## config.mk

```make
export PLATFORM = sky130hd
export DESIGN_NAME = udbcd_step_arb
export DESIGN_NICKNAME = d
export VERILOG_FILES = /design/src/rtl/udbcd_step_arb.sv
export SDC_FILE = /design/constraint.sdc
export NUM_CORES = 1
export LEC_CHECK = 0
export CAP_MARGIN = 20
export CORE_ASPECT_RATIO = 0.6
export CORE_MARGIN = 2
export CORE_UTILIZATION = 52
export DETAILED_ROUTE_END_ITERATION = 7
export GPL_ROUTABILITY_DRIVEN = 0
export HOLD_SLACK_MARGIN = 0.06
export PLACE_DENSITY = 0.77
export SYNTH_ARGS = -nofsm -noshare
export SYNTH_HDL_FRONTEND = slang
export SYNTH_SLANG_ARGS = --single-unit
```

## constraint.sdc

```tcl
create_clock -name clk -period 1.83 [get_ports clk]
set_input_delay 0.2745 -clock clk [delete_from_list [all_inputs] [get_ports clk]]
set_output_delay 0.2745 -clock clk [all_outputs]
set_load 0.02 [all_outputs]
```

## src/rtl/udbcd_step_arb.sv

```systemverilog
// Two-requester round-robin arbiter driving a two-digit BCD up/down counter,
// one step per granted request, paced by a DIV-cycle prescaler.
module udbcd_step_arb #(
  parameter int DIV = 4
) (
  input  logic       clk,
  input  logic       rst,
  input  logic       req_up,
  input  logic       req_dn,
  input  logic       hold,
  output logic       ack_up,
  output logic       ack_dn,
  output logic       busy,
  output logic [7:0] c_out,
  output logic       carry
);

  typedef enum logic [1:0] {
    IDLE,
    WAIT_TICK,
    STEP,
    ACK
  } state_t;

  state_t     state_q, state_d;
  logic [3:0] presc_q, presc_d;
  logic       dir_dn_q, dir_dn_d;
  logic       last_dn_q, last_dn_d;
  logic [7:0] cnt_q, cnt_d;
  logic       ack_up_q, ack_up_d;
  logic       ack_dn_q, ack_dn_d;
  logic       busy_q, busy_d;
  logic       carry_q, carry_d;

  logic [3:0] ones, tens;
  logic [3:0] ones_nx, tens_nx;
  logic       wrap_nx;

  assign ones = cnt_q[3:0];
  assign tens = cnt_q[7:4];

  // BCD increment/decrement of the current count in the latched direction
  always_comb begin
    ones_nx = ones;
    tens_nx = tens;
    wrap_nx = 1'b0;
    if (!dir_dn_q) begin
      if (ones == 4'd9) begin
        ones_nx = 4'd0;
        if (tens == 4'd9) begin
          tens_nx = 4'd0;
          wrap_nx = 1'b1;
        end else begin
          tens_nx = tens + 4'd1;
        end
      end else begin
        ones_nx = ones + 4'd1;
      end
    end else begin
      if (ones == 4'd0) begin
        ones_nx = 4'd9;
        if (tens == 4'd0) begin
          tens_nx = 4'd9;
          wrap_nx = 1'b1;
        end else begin
          tens_nx = tens - 4'd1;
        end
      end else begin
        ones_nx = ones - 4'd1;
      end
    end
  end

  always_comb begin
    state_d   = state_q;
    presc_d   = presc_q;
    dir_dn_d  = dir_dn_q;
    last_dn_d = last_dn_q;
    cnt_d     = cnt_q;
    carry_d   = 1'b0;
    case (state_q)
      IDLE: begin
        if (!hold && (req_up || req_dn)) begin
          state_d  = WAIT_TICK;
          presc_d  = '0;
          // on contention, serve whichever side did not go last
          dir_dn_d = (req_up && req_dn) ? !last_dn_q : req_dn;
        end
      end
      WAIT_TICK: begin
        if (!hold) begin
          if (presc_q == 4'(DIV - 1)) begin
            state_d = STEP;
          end else begin
            presc_d = presc_q + 4'd1;
          end
        end
      end
      STEP: begin
        cnt_d   = {tens_nx, ones_nx};
        carry_d = wrap_nx;
        state_d = ACK;
      end
      ACK: begin
        last_dn_d = dir_dn_q;
        state_d   = IDLE;
      end
      default: state_d = IDLE;
    endcase
    // outputs are registered against the upcoming state
    busy_d   = (state_d != IDLE);
    ack_up_d = (state_d == ACK) && !dir_dn_q;
    ack_dn_d = (state_d == ACK) && dir_dn_q;
  end

  always_ff @(posedge clk) begin
    if (!rst) begin
      state_q   <= IDLE;
      presc_q   <= '0;
      dir_dn_q  <= 1'b0;
      last_dn_q <= 1'b1;
      cnt_q     <= '0;
      ack_up_q  <= 1'b0;
      ack_dn_q  <= 1'b0;
      busy_q    <= 1'b0;
      carry_q   <= 1'b0;
    end else begin
      state_q   <= state_d;
      presc_q   <= presc_d;
      dir_dn_q  <= dir_dn_d;
      last_dn_q <= last_dn_d;
      cnt_q     <= cnt_d;
      ack_up_q  <= ack_up_d;
      ack_dn_q  <= ack_dn_d;
      busy_q    <= busy_d;
      carry_q   <= carry_d;
    end
  end

  assign ack_up = ack_up_q;
  assign ack_dn = ack_dn_q;
  assign busy   = busy_q;
  assign c_out  = cnt_q;
  assign carry  = carry_q;

endmodule

```

After elaboration in Yosys (flattened, before gate mapping)

Index checks and enable logic that the tools add are counted.
W data, S select, Z words.

Bits in registers: 20
Input port bits: 5

Mux-type cells: 22
Reduce and logical (&&, ||, !) cells: 18
Add/subtract/negate cells: 5
Equality and inequality tests: 11

Operators by type and width:

| operator              | count |
|---|---|
| $mux W4               | 11 |
| $add A4 B1 Y4 const B | 3 |
| $eq A4 B4 Y1 const B  | 2 |
| $logic_not A4 Y1      | 2 |
| $pmux W2 S4           | 1 |
| $pmux W4 S2           | 1 |
| $sub A4 B1 Y4 const B | 2 |
| $eq A2 B2 Y1 const B  | 3 |
| $mux W1               | 6 |
| $mux W2               | 3 |
| $ne A2 B2 Y1 const B  | 3 |
| $reduce_bool A2 Y1    | 3 |
| $eq A4 B2 Y1 const B  | 1 |
| $logic_and A1 B1 Y1   | 4 |
| $reduce_and A2 Y1     | 2 |
| $reduce_and A4 Y1     | 1 |
| $logic_not A1 Y1      | 3 |
| $reduce_and A3 Y1     | 1 |
| $eq A2 B1 Y1 const B  | 1 |
| $logic_not A2 Y1      | 1 |
| $ne A2 B1 Y1 const B  | 1 |
| $logic_or A1 B1 Y1    | 1 |

Longest topological paths before layout

Gate-level depths: netlist of run 1.

Word-level depth: 6
Depth in mapped cells: 5
Mapped depth without buffers: 5

Worst setup path after synthesis of run 1

Ideal clock, no wire load.

Kind: reg-to-reg
Start point: reg cnt_q[5], in the netlist c_out[5]
End point: reg cnt_q[7], in the netlist c_out[7]
Arrival: 1521 ps
Cell stages (with the launch flop): 6
Setup time: 69 ps
Setup slack: 239 ps
Required time: 1761 ps
Period minus slack after synthesis: 1591 ps
Buffers on the path: 1
Cell sequence: dfxtp_1 buf_6 or2_4 or3_1 a221o_1 a21oi_2

Word-level cells in the longest chain between the ends: 4
Elaborated cells between the ends (all ways): 9

RTL lines:

| element                                     | line   | text |
|---|---|---|
| start, declared                             | 29     | `logic [7:0] cnt_q, cnt_d;` |
| start signal, assigned                      | 132    | `cnt_q <= cnt_d;` |
| $add A4 B1 Y4, or another cell as far along | 54     | `tens_nx = tens + 4'd1;` |
| $mux W4 (on tied branches)                  | 50, 62 |  |
| $mux W4 (on tied branches)                  | 48, 60 |  |
| $mux W4 (*)                                 | 47     | `if (!dir_dn_q) begin` |

Mark *: on every way between the ends. The rest lies on a longest branch, timed or not. The select of a mux whose other input is x is not followed.
A chain may end at the register's enable or synchronous reset.

Worst setup path after layout of run 1

Start point: reg cnt_q[2], in the netlist c_out[2]
End point: out c_out[2]

RTL lines:

| element       | line | text |
|---|---|---|
| end, declared | 14   | `output logic [7:0] c_out,` |

No word-level cell between the ends.

==> results of run 1 <==
through the flow:
| step | utilization, % | std cells | hold slack [ns] | setup slack, ns | instance area, um2 |
|---|---|---|---|---|---|
| 2_1_floorplan | - | 142 | 0.4501 | 0.2393 | 1144 |
| 3_3_place_gp | 62.90 | 183 | 0.4719 | 0.1213 | 1330 |
| 3_5_place_dp | 62.90 | 183 | 0.4842 | 0.07049 | 1330 |
| 4_1_cts | 64.67 | 187 | 0.5047 | 0.005474 | 1368 |
| 5_1_grt | 65.09 | 187 | 0.5322 | 0.01205 | 1376 |
| 6_report | 65.09 | 187 | 0.4958 | 0.06200 | 1376 |
metal layers:
metal	part of all wire [%]	global-route usage [%]
met5	0	0
met2	41	32.81
met3	6.2	6.180
met4	1.4	9.574
met1	51	30.68
placed cells by master, fill, tap and decap left out, types with 3 or more instances in the layout:
cell type        Yosys  routed
nor2_1              17      17
nor3_1               4       4
buf_4                0       5
a31oi_1              3       3
inv_1                5       5
dfxtp_2              0       4
nor3b_1              4       3
dfxtp_1             20      16
nand2_1             10      10
clkdlybuf4s50_1      0      16
mux2i_1              3       3
nor2b_1              5       5
clkbuf_4             0       3
xnor2_1              4       4
o21ai_0              6       6
a21oi_1              8       8
o211ai_1             3       3
nand2b_1             4       4
or3_1                4       4
state kept, by name, indices dropped and copies added (netlist names):
name	cells
ack_up	1
last_dn_q	1
ack_dn	1
carry	1
c_out	8
presc_q	4
dir_dn_q	1
state_q	2
busy	1
worst max-delay path by stage:
stage,end,slack [ns],start
2_1_floorplan,c_out[7]$_SDFFE_PN0P_,0.24,c_out[5]$_SDFFE_PN0P_
3_3_place_gp,presc_q[2]$_SDFFE_PN0P_,0.12,hold
3_5_place_dp,presc_q[2]$_SDFFE_PN0P_,0.07,hold
4_1_cts,c_out[0],0.005,c_out[0]$_SDFFE_PN0P_
5_1_grt,c_out[2],0.01,c_out[2]$_SDFFE_PN0P_
6_report,c_out[2],0.06,c_out[2]$_SDFFE_PN0P_
kinds of logic after synthesis:
group	Yosys count	share of synthesized area, %
compound gates	38	23.20
simple gates	58	27.24
buf+inv	16	6.236
xor+xnor	6	4.595
mux	3	2.626
fa+ha+maj	1	1.094
flops	20	35.01
layout make-up:
cell class,count,share of cell area [%]
Inverter,6,1.636
Sequential cell,20,29.45
Multi-Input combinational cell,106,49.18
Clock buffer,4,2.636
Timing Repair Buffer,21,14.36
Tap cell,30,2.727
power by group:
| group | switching, mW | total [mW] | leakage, nW | internal [mW] |
|---|---|---|---|---|
| registers | 0.00641 | 0.447 | 0.164 | 0.441 |
| logic | 0.0371 | 0.0687 | 0.334 | 0.0316 |
| clock network | 0.140 | 0.261 | 0.0210 | 0.122 |
| total | 0.183 | 0.777 | 0.519 | 0.594 |
repair_timing:
| action | in CTS | in global routing |
|---|---|---|
| gates cloned | 0 | 0 |
| buffers inserted | 0 | 0 |
| gates resized for setup | 1 | 4 |
| endpoints found under the hold margin | 0 | 0 |
| setup endpoints to repair | 1 | 4 |
==> metrics.txt, run 1 <==
status completed; CP Data Arrival Time 1.49 ns; CTS root buf clkbuf_4; Crit path max-delay family buffers and inverters; drt initial violations 59; synth cell count leaders 20 x dfxtp_1, 17 x nor2_1, 10 x nand2_1; Total Power 777.1 uW; Critical path buffers and inverters 1; IO buf count 16; DIE AREA 2603 um2; hold path start last_dn_q$_SDFFE_PN1N_; site row count 13; max_cap viols 0; vias in the first global route 892; count leader, synth dfxtp_1; Levels on crit path 1; Max Freq 565.6 MHz; Longest Clk Path Bufs 2; Critical R2R Capture presc_q[2]$_SDFFE_PN0P_; HP Class register to register; hold-fix buffers at CTS 0; critical path type register to output pin; TNS Setup 0 ns; # setup viols final 0; Final Hold Fails 0; Worst Max-Slew Pin Slew 0.4517 ns; DRT Pass-1 Iters 4; Worst EP required 1.56 ns; cell taking the most area after synthesis dfxtp_1; Antenna Cells 0; routed len/inst 13.53 um; first-pass GRT wire length 4167 um; share of cells above drive strength 1 11.46%; Synth Warn # 0; register area 405.4 um2; Mapped Avg Cell Area 8.054 um2; Via-to-Cell Ratio 5.701; main flop type after synthesis dfxtp_1; Startpoint Class register; Multi-input gate area 676.9 um2; nature of the critical path endpoint output pin; pin count of the biggest net entering global routing 13; critical path's slowest cell clkdlybuf4s50_1; fin crit share 96.61%; gr usage total 22.16%; Slew Limit Fails 0; RSZ-0062 raised after global routing false; clock skew 0.002978 ns; H-Tree Depth 1; Remaining Overflow, GRT 0; Die H 40.33 um; Syn Inst Count 142; top-area cell type share of the netlist area 35.01%; Die X-Extent 64.54 um; CTS tree built; Area Growth Syn to Fin 20.35%; Remaining DRCs 0; number of CTS-inserted buffers 3; VDD IR-drop max 0.0003045 V; NumNets Final 164; Clk pin slew, worst setup/hold paths 0.11 ns; CTS sink cnt 20; Routed Wire Length 2530 um; flops & latches, synth 20; worst r2r path cells 5; synth top area cells dfxtp_1 35%, nor2_1 5.6%, a21oi_1 3.5%, nand2_1 3.3%, xnor2_1 3.1%; CP Cell Sequence clkdlybuf4s50_1; dpl hpwl 1878 um; Crit Reg-Reg Startpoint presc_q[0]$_SDFFE_PN0P_; Hold EP last_dn_q$_SDFFE_PN1N_; setup slack, reg-to-reg 0.15 ns; P_leak 0.5186 nW; Starting Density 54.08%; Mapped Nets 148; fin crit period 1.768 ns; CP peak stage delay 0.67 ns; CP max FO 10; Seq/Total Area, Yosys 35.01%; hold path depth 2; initial antenna violation count 0; ANT nets after route 0; Post-synth EDFFs 0; floorplan core area 2115 um2; Ports 17; Max transition margin 69.80%; Cell variety after synth 44; Async S/R FF share, synth 0%; Layout fillers 182; via count 1066; Mapped Area 1144 um2; Power Density 564.6 nW/um2; clk_lat worst skew 0.31 ns
(Power assumes the default switching activity.)
==> inputs of run 2 (changes only) <==
--- a/config.mk
+++ b/config.mk
@@ -7,7 +7,6 @@
 export LEC_CHECK = 0
 export CAP_MARGIN = 20
 export CORE_ASPECT_RATIO = 0.6
-export CORE_MARGIN = 2
 export CORE_UTILIZATION = 52
 export DETAILED_ROUTE_END_ITERATION = 7
 export GPL_ROUTABILITY_DRIVEN = 0
==> run 2 against run 1 <==
Net effect:
- clock power up 36%
- highest routed layer unchanged
- die area down 7.9%
- sequential power about the same
- largest cell class unchanged
- combinational power up 4.8%
- non-clock buffer count unchanged
- clock skew about the same
- hold slack better by 0.023 ns
- cell count down 1.1%
- global-route usage up 4.1 points
- register-to-register slack about the same
- critical path depth unchanged
- critical path type unchanged
- total power up 13%
==> metrics.txt, run 2 (synthesis gave the netlist of run 1 again) <==
ANT nets after route 0; Startpoint Class register; Longest Clk Path Bufs 2; fin crit period 1.698 ns; site row count 12; Max Freq 589.0 MHz; number of flip-flops in the largest register 8; commonest non-fill, non-tap cells in the layout 17 x nor2_1, 16 x clkdlybuf4s50_1, 15 x dfxtp_1; Die H 38.33 um; Worst EP required 1.56 ns; Final Hold Fails 0; # setup viols final 0; number of CTS-inserted buffers 3; Crit Reg-Reg Startpoint presc_q[0]$_SDFFE_PN0P_; hold path depth 2; Finished Layout Cells 185; CP peak stage delay 0.65 ns; vias in the first global route 964; hold path start c_out[5]$_SDFFE_PN0P_; Gate power share 8.2%; P_leak 0.5282 nW; DRT Pass-1 Iters 4; post-route design area 1399 um2; Clk pwr share 40.6%; Via-to-Cell Ratio 5.778; Max transition margin 74.17%; CTS root buf clkbuf_4; Clk pin slew, worst setup/hold paths 0.11 ns; setup slack, reg-to-reg 0.15 ns; VDD IR-drop max 0.0005013 V; NumNets Final 164; CP max FO 7; Total Power 874.7 uW; via count 1069; placed cell count 181; floorplan core area 1952 um2; Routed Wire Length 2854 um; first-pass GRT wire length 4685 um; nature of the critical path endpoint output pin; initial antenna violation count 0; Worst Max-Slew Pin Slew 0.3863 ns; Area Growth Syn to Fin 22.32%; clk_lat worst skew 0.30 ns; dpl hpwl 1988 um; Starting Density 58.59%; Switching Fraction 20.56%; Crit path max-delay family buffers and inverters; status completed; DIE AREA 2397 um2; sequential share of power 51.2%; critical path's slowest cell clkdlybuf4s50_1; max_cap viols 0; gr usage total 26.30%; Layout fillers 163; routed len/inst 15.43 um; CP Data Arrival Time 1.42 ns; Hold EP c_out[5]$_SDFFE_PN0P_; Critical R2R Capture presc_q[3]$_SDFFE_PN0P_; most common cell after layout, fill and taps aside nor2_1; CTS tree built; IO buf count 16; Remaining DRCs 0; RSZ-0062 raised after global routing false; share of cells above drive strength 1 12.74%; critical path type register to output pin; Slew Limit Fails 0; internal power 694.9 uW; Antenna Cells 0; pin count of the biggest net entering global routing 13; drt initial violations 56; Remaining Overflow, GRT 0; TNS Setup 0 ns; H-Tree Depth 1; Switching Power 179.9 uW; Die X-Extent 62.54 um; clock skew 0.003439 ns; CTS sink cnt 20; fin crit share 92.77%; worst r2r path cells 5; DP Area 1328 um2; HP Class register to register; Critical path buffers and inverters 1; hold-fix buffers at CTS 0; Ports 17; Power Density 625.3 nW/um2; CP Cell Sequence clkdlybuf4s50_1
[run 2: cell count changes in the layout (fill, tap and decap cells not counted)]
cell / before / now
bufinv_16: 0 / 1
clkbuf_8: 1 / 0
dfxtp_1: 16 / 15
dfxtp_2: 4 / 5
o32ai_1: 1 / 0
o32ai_2: 0 / 1
[run 2: per-layer routing]
metal | up-vias | part of all wire, % | GRT usage, %
met5 | - | 0 | 0
met4 | 0 | 0.49 | 8.721
met3 | 2 | 6.3 | 6.250
met2 | 49 | 43 | 41.03
met1 | 484 | 50 | 35.88
li1 | 534 | - | -
[run 2: through the flow]
stage	worst slack [ns]	hold slack [ns]	utilization (%)
CTS	0.02155	0.5121	70.77
floorplan	0.2393	0.4501	-
global route	0.06575	0.5338	71.67
finish	0.1323	0.5191	71.67
global placement	0.1124	0.4674	68.01
detailed placement	0.07529	0.4941	68.01
[run 2: layout make-up]
class                      count  area (um2)  share of cell area [%]
multi-input combinational    106       684.4                   48.93
sequential                    20       406.6                   29.07
inverter                       6       22.52                   1.610
clock inverter                 1       30.03                   2.147
clock buffer                   3       22.52                   1.610
timing repair buffer          21       197.7                   14.13
tap                           28       35.03                   2.504
[run 2: power groups by stage]
stage	logic, mW	registers, mW	clock network, mW
6_report	0.0720	0.448	0.355
4_1_cts	0.0689	0.448	0.357
5_1_grt	0.0798	0.449	0.382
2_1_floorplan	0.0408	0.456	0
3_3_place_gp	0.0665	0.457	0
3_5_place_dp	0.0683	0.457	0
[run 2: how the worst max path moves through the flow]
| stage | to | slack (ns) | from | cells past startpoint |
|---|---|---|---|---|
| 2_1_floorplan | c_out[7]$_SDFFE_PN0P_ | 0.24 | c_out[5]$_SDFFE_PN0P_ | 5 |
| 3_3_place_gp | presc_q[2]$_SDFFE_PN0P_ | 0.11 | hold | 5 |
| 3_5_place_dp | presc_q[2]$_SDFFE_PN0P_ | 0.08 | presc_q[0]$_SDFFE_PN0P_ | 5 |
| 4_1_cts | c_out[6] | 0.02 | c_out[6]$_SDFFE_PN0P_ | 1 |
| 5_1_grt | c_out[4] | 0.07 | c_out[4]$_SDFFE_PN0P_ | 1 |
| 6_report | c_out[4] | 0.13 | c_out[4]$_SDFFE_PN0P_ | 1 |
[run 2: repair_timing]
item                       in CTS  in global routing
gates resized for setup         1                  6
setup buffers                   0                  0
setup endpoints to repair       1                  7
==> inputs of run 3 (changes only) <==
--- a/config.mk
+++ b/config.mk
@@ -11,7 +11,9 @@
 export DETAILED_ROUTE_END_ITERATION = 7
 export GPL_ROUTABILITY_DRIVEN = 0
 export HOLD_SLACK_MARGIN = 0.06
-export PLACE_DENSITY = 0.77
+export MAX_ROUTING_LAYER = met4
+export PLACE_DENSITY_LB_ADDON = 0.3
 export SYNTH_ARGS = -nofsm -noshare
 export SYNTH_HDL_FRONTEND = slang
 export SYNTH_SLANG_ARGS = --single-unit
+export TNS_END_PERCENT = 20
==> run 3 against run 2 <==
Net effect:
- worst setup slack worse by 0.010 ns
- critical path depth did not move
- fmax fell by 0.59%
- design area shrank 0.45%
- routed wire length down 1.9%
- core utilization is 0.32 points lower
- global-route usage up 1.9 points
- highest routed layer unchanged
- flip-flop and latch count unchanged
==> metrics.txt, run 3 (synthesis gave the netlist of run 1 again) <==
CTS tree built; GR Util met3 6.548%; DIE AREA 2397 um2; Longest Clk Path Bufs 2; CP peak stage delay 0.65 ns; worst r2r path cells 5; drt initial violations 60; Worst EP required 1.56 ns; Final Hold Fails 0; number of CTS-inserted buffers 3; vias in the first global route 999; H-Tree Depth 1; CTS sink cnt 20; Top Usage Layer GRT met2; post-route design area 1393 um2; Gate power share 8.1%; Clk pwr share 40.6%; GR Layer Usage met2 45.38%; ANT nets after route 0; most common cell after layout, fill and taps aside nor2_1; share of cells above drive strength 1 12.82%; Critical path buffers and inverters 1; met1 Use GR 36.02%; gr usage total 28.17%; clk_lat worst skew 0.30 ns; fin crit period 1.708 ns; commonest non-fill, non-tap cells in the layout 17 x nor2_1, 16 x clkdlybuf4s50_1, 14 x dfxtp_1; Critical R2R Capture presc_q[3]$_SDFFE_PN0P_; fin crit share 93.32%; Switching Fraction 20.52%; Power Density 627.6 nW/um2; via count 1097; site row count 12; hold path depth 2; Worst Max-Slew Pin Slew 0.3900 ns; Hold EP last_dn_q$_SDFFE_PN1N_; Crit Reg-Reg Startpoint presc_q[0]$_SDFFE_PN0P_; CP max FO 7; floorplan core area 1952 um2; Die H 38.33 um; hold-fix buffers at CTS 0; TNS Setup 0 ns; Routed Wire Length 2800 um; Max transition margin 73.92%; HP Class register to register; hold path start last_dn_q$_SDFFE_PN1N_; CP Data Arrival Time 1.43 ns; VDD IR-drop max 0.0005359 V; number of flip-flops in the largest register 8; critical path type register to output pin; Max Freq 585.6 MHz; Switching Power 179.3 uW; Finished Layout Cells 184; IO buf count 16; Area Growth Syn to Fin 21.77%; initial antenna violation count 0; Remaining Overflow, GRT 0; clock skew 0.002052 ns; first-pass GRT wire length 4795 um; status completed; Crit path max-delay family buffers and inverters; post-CTS setup buffers 0; routed len/inst 15.22 um; Levels on crit path 1; placed cell count 180; max_cap viols 0; worst setup path start c_out[4]$_SDFFE_PN0P_; Ports 17; Die X-Extent 62.54 um; internal power 694.7 uW; # setup viols final 0; setup slack, reg-to-reg 0.22 ns; pin count of the biggest net entering global routing 13; Antenna Cells 0; Slew Limit Fails 0; Startpoint Class register; critical path's slowest cell clkdlybuf4s50_1; nature of the critical path endpoint output pin; RSZ-0062 raised after global routing false; sequential share of power 51.2%; Starting Density 58.59%; Total Power 874.0 uW; DRT Pass-1 Iters 4; CP Cell Sequence clkdlybuf4s50_1; DP Area 1320 um2; CTS root buf clkbuf_4; NumNets Final 163; P_leak 0.5233 nW; Via-to-Cell Ratio 5.962; Remaining DRCs 0; dpl hpwl 2020 um; Clk pin slew, worst setup/hold paths 0.11 ns
## run 3: cell types whose count changed in the layout (fill, tap and decap cells not counted), sizes merged
cell / before / now
buf: 5 / 4
## run 3: tightest hold or removal path, stage by stage, from the launching register on
cell and delay, ns:
dfxtp_1 0.33, nand2_1 0.06, o211ai_1 0.08
## run 3: layout make-up
cell class,instances,area (um2)
multi-input combinational,106,684.4
fill,167,559.3
sequential,20,407.9
timing repair buffer,20,190.2
tap,28,35.03
clock inverter,1,30.03
clock buffer,3,22.52
inverter,6,22.52
## run 3: worst max-delay path by stage
stage | slack [ns] | endpoint
CTS | 0.04 | c_out[3]
finish | 0.12 | c_out[4]
global placement | 0.1 | presc_q[2]$_SDFFE_PN0P_
detailed placement | 0.02 | presc_q[2]$_SDFFE_PN0P_
global route | 0.05 | c_out[4]
floorplan | 0.24 | c_out[7]$_SDFFE_PN0P_
## run 3: metrics by stage
step | setup slack (ns) | util [%] | hold slack [ns]
2_1_floorplan | 0.2393 | - | 0.4501
3_3_place_gp | 0.09873 | 67.63 | 0.4700
3_5_place_dp | 0.02044 | 67.63 | 0.4983
4_1_cts | 0.03588 | 70.45 | 0.5155
5_1_grt | 0.04861 | 71.35 | 0.5455
6_report | 0.1222 | 71.35 | 0.5057
## run 3: what timing repair did
item,4_1_cts,5_1_grt
setup endpoints to repair,2,6
cloned,0,0
pin swaps,0,0
resized for setup,2,6
## run 3: metal layers
layer  vias to the layer above  routed length (um)
li1                        539                   -
met1                       507                1333
met2                        47                1237
met3                         4                 199
met4                         0                  29
met5                         -                   0
## run 3: power by group through the flow
stage               combinational, mW  sequential (mW)  clock [mW]
global placement               0.0655            0.457           0
floorplan                      0.0408            0.456           0
global route                   0.0790            0.449       0.389
CTS                            0.0685            0.447       0.362
finish                         0.0711            0.448       0.355
detailed placement             0.0683            0.457           0
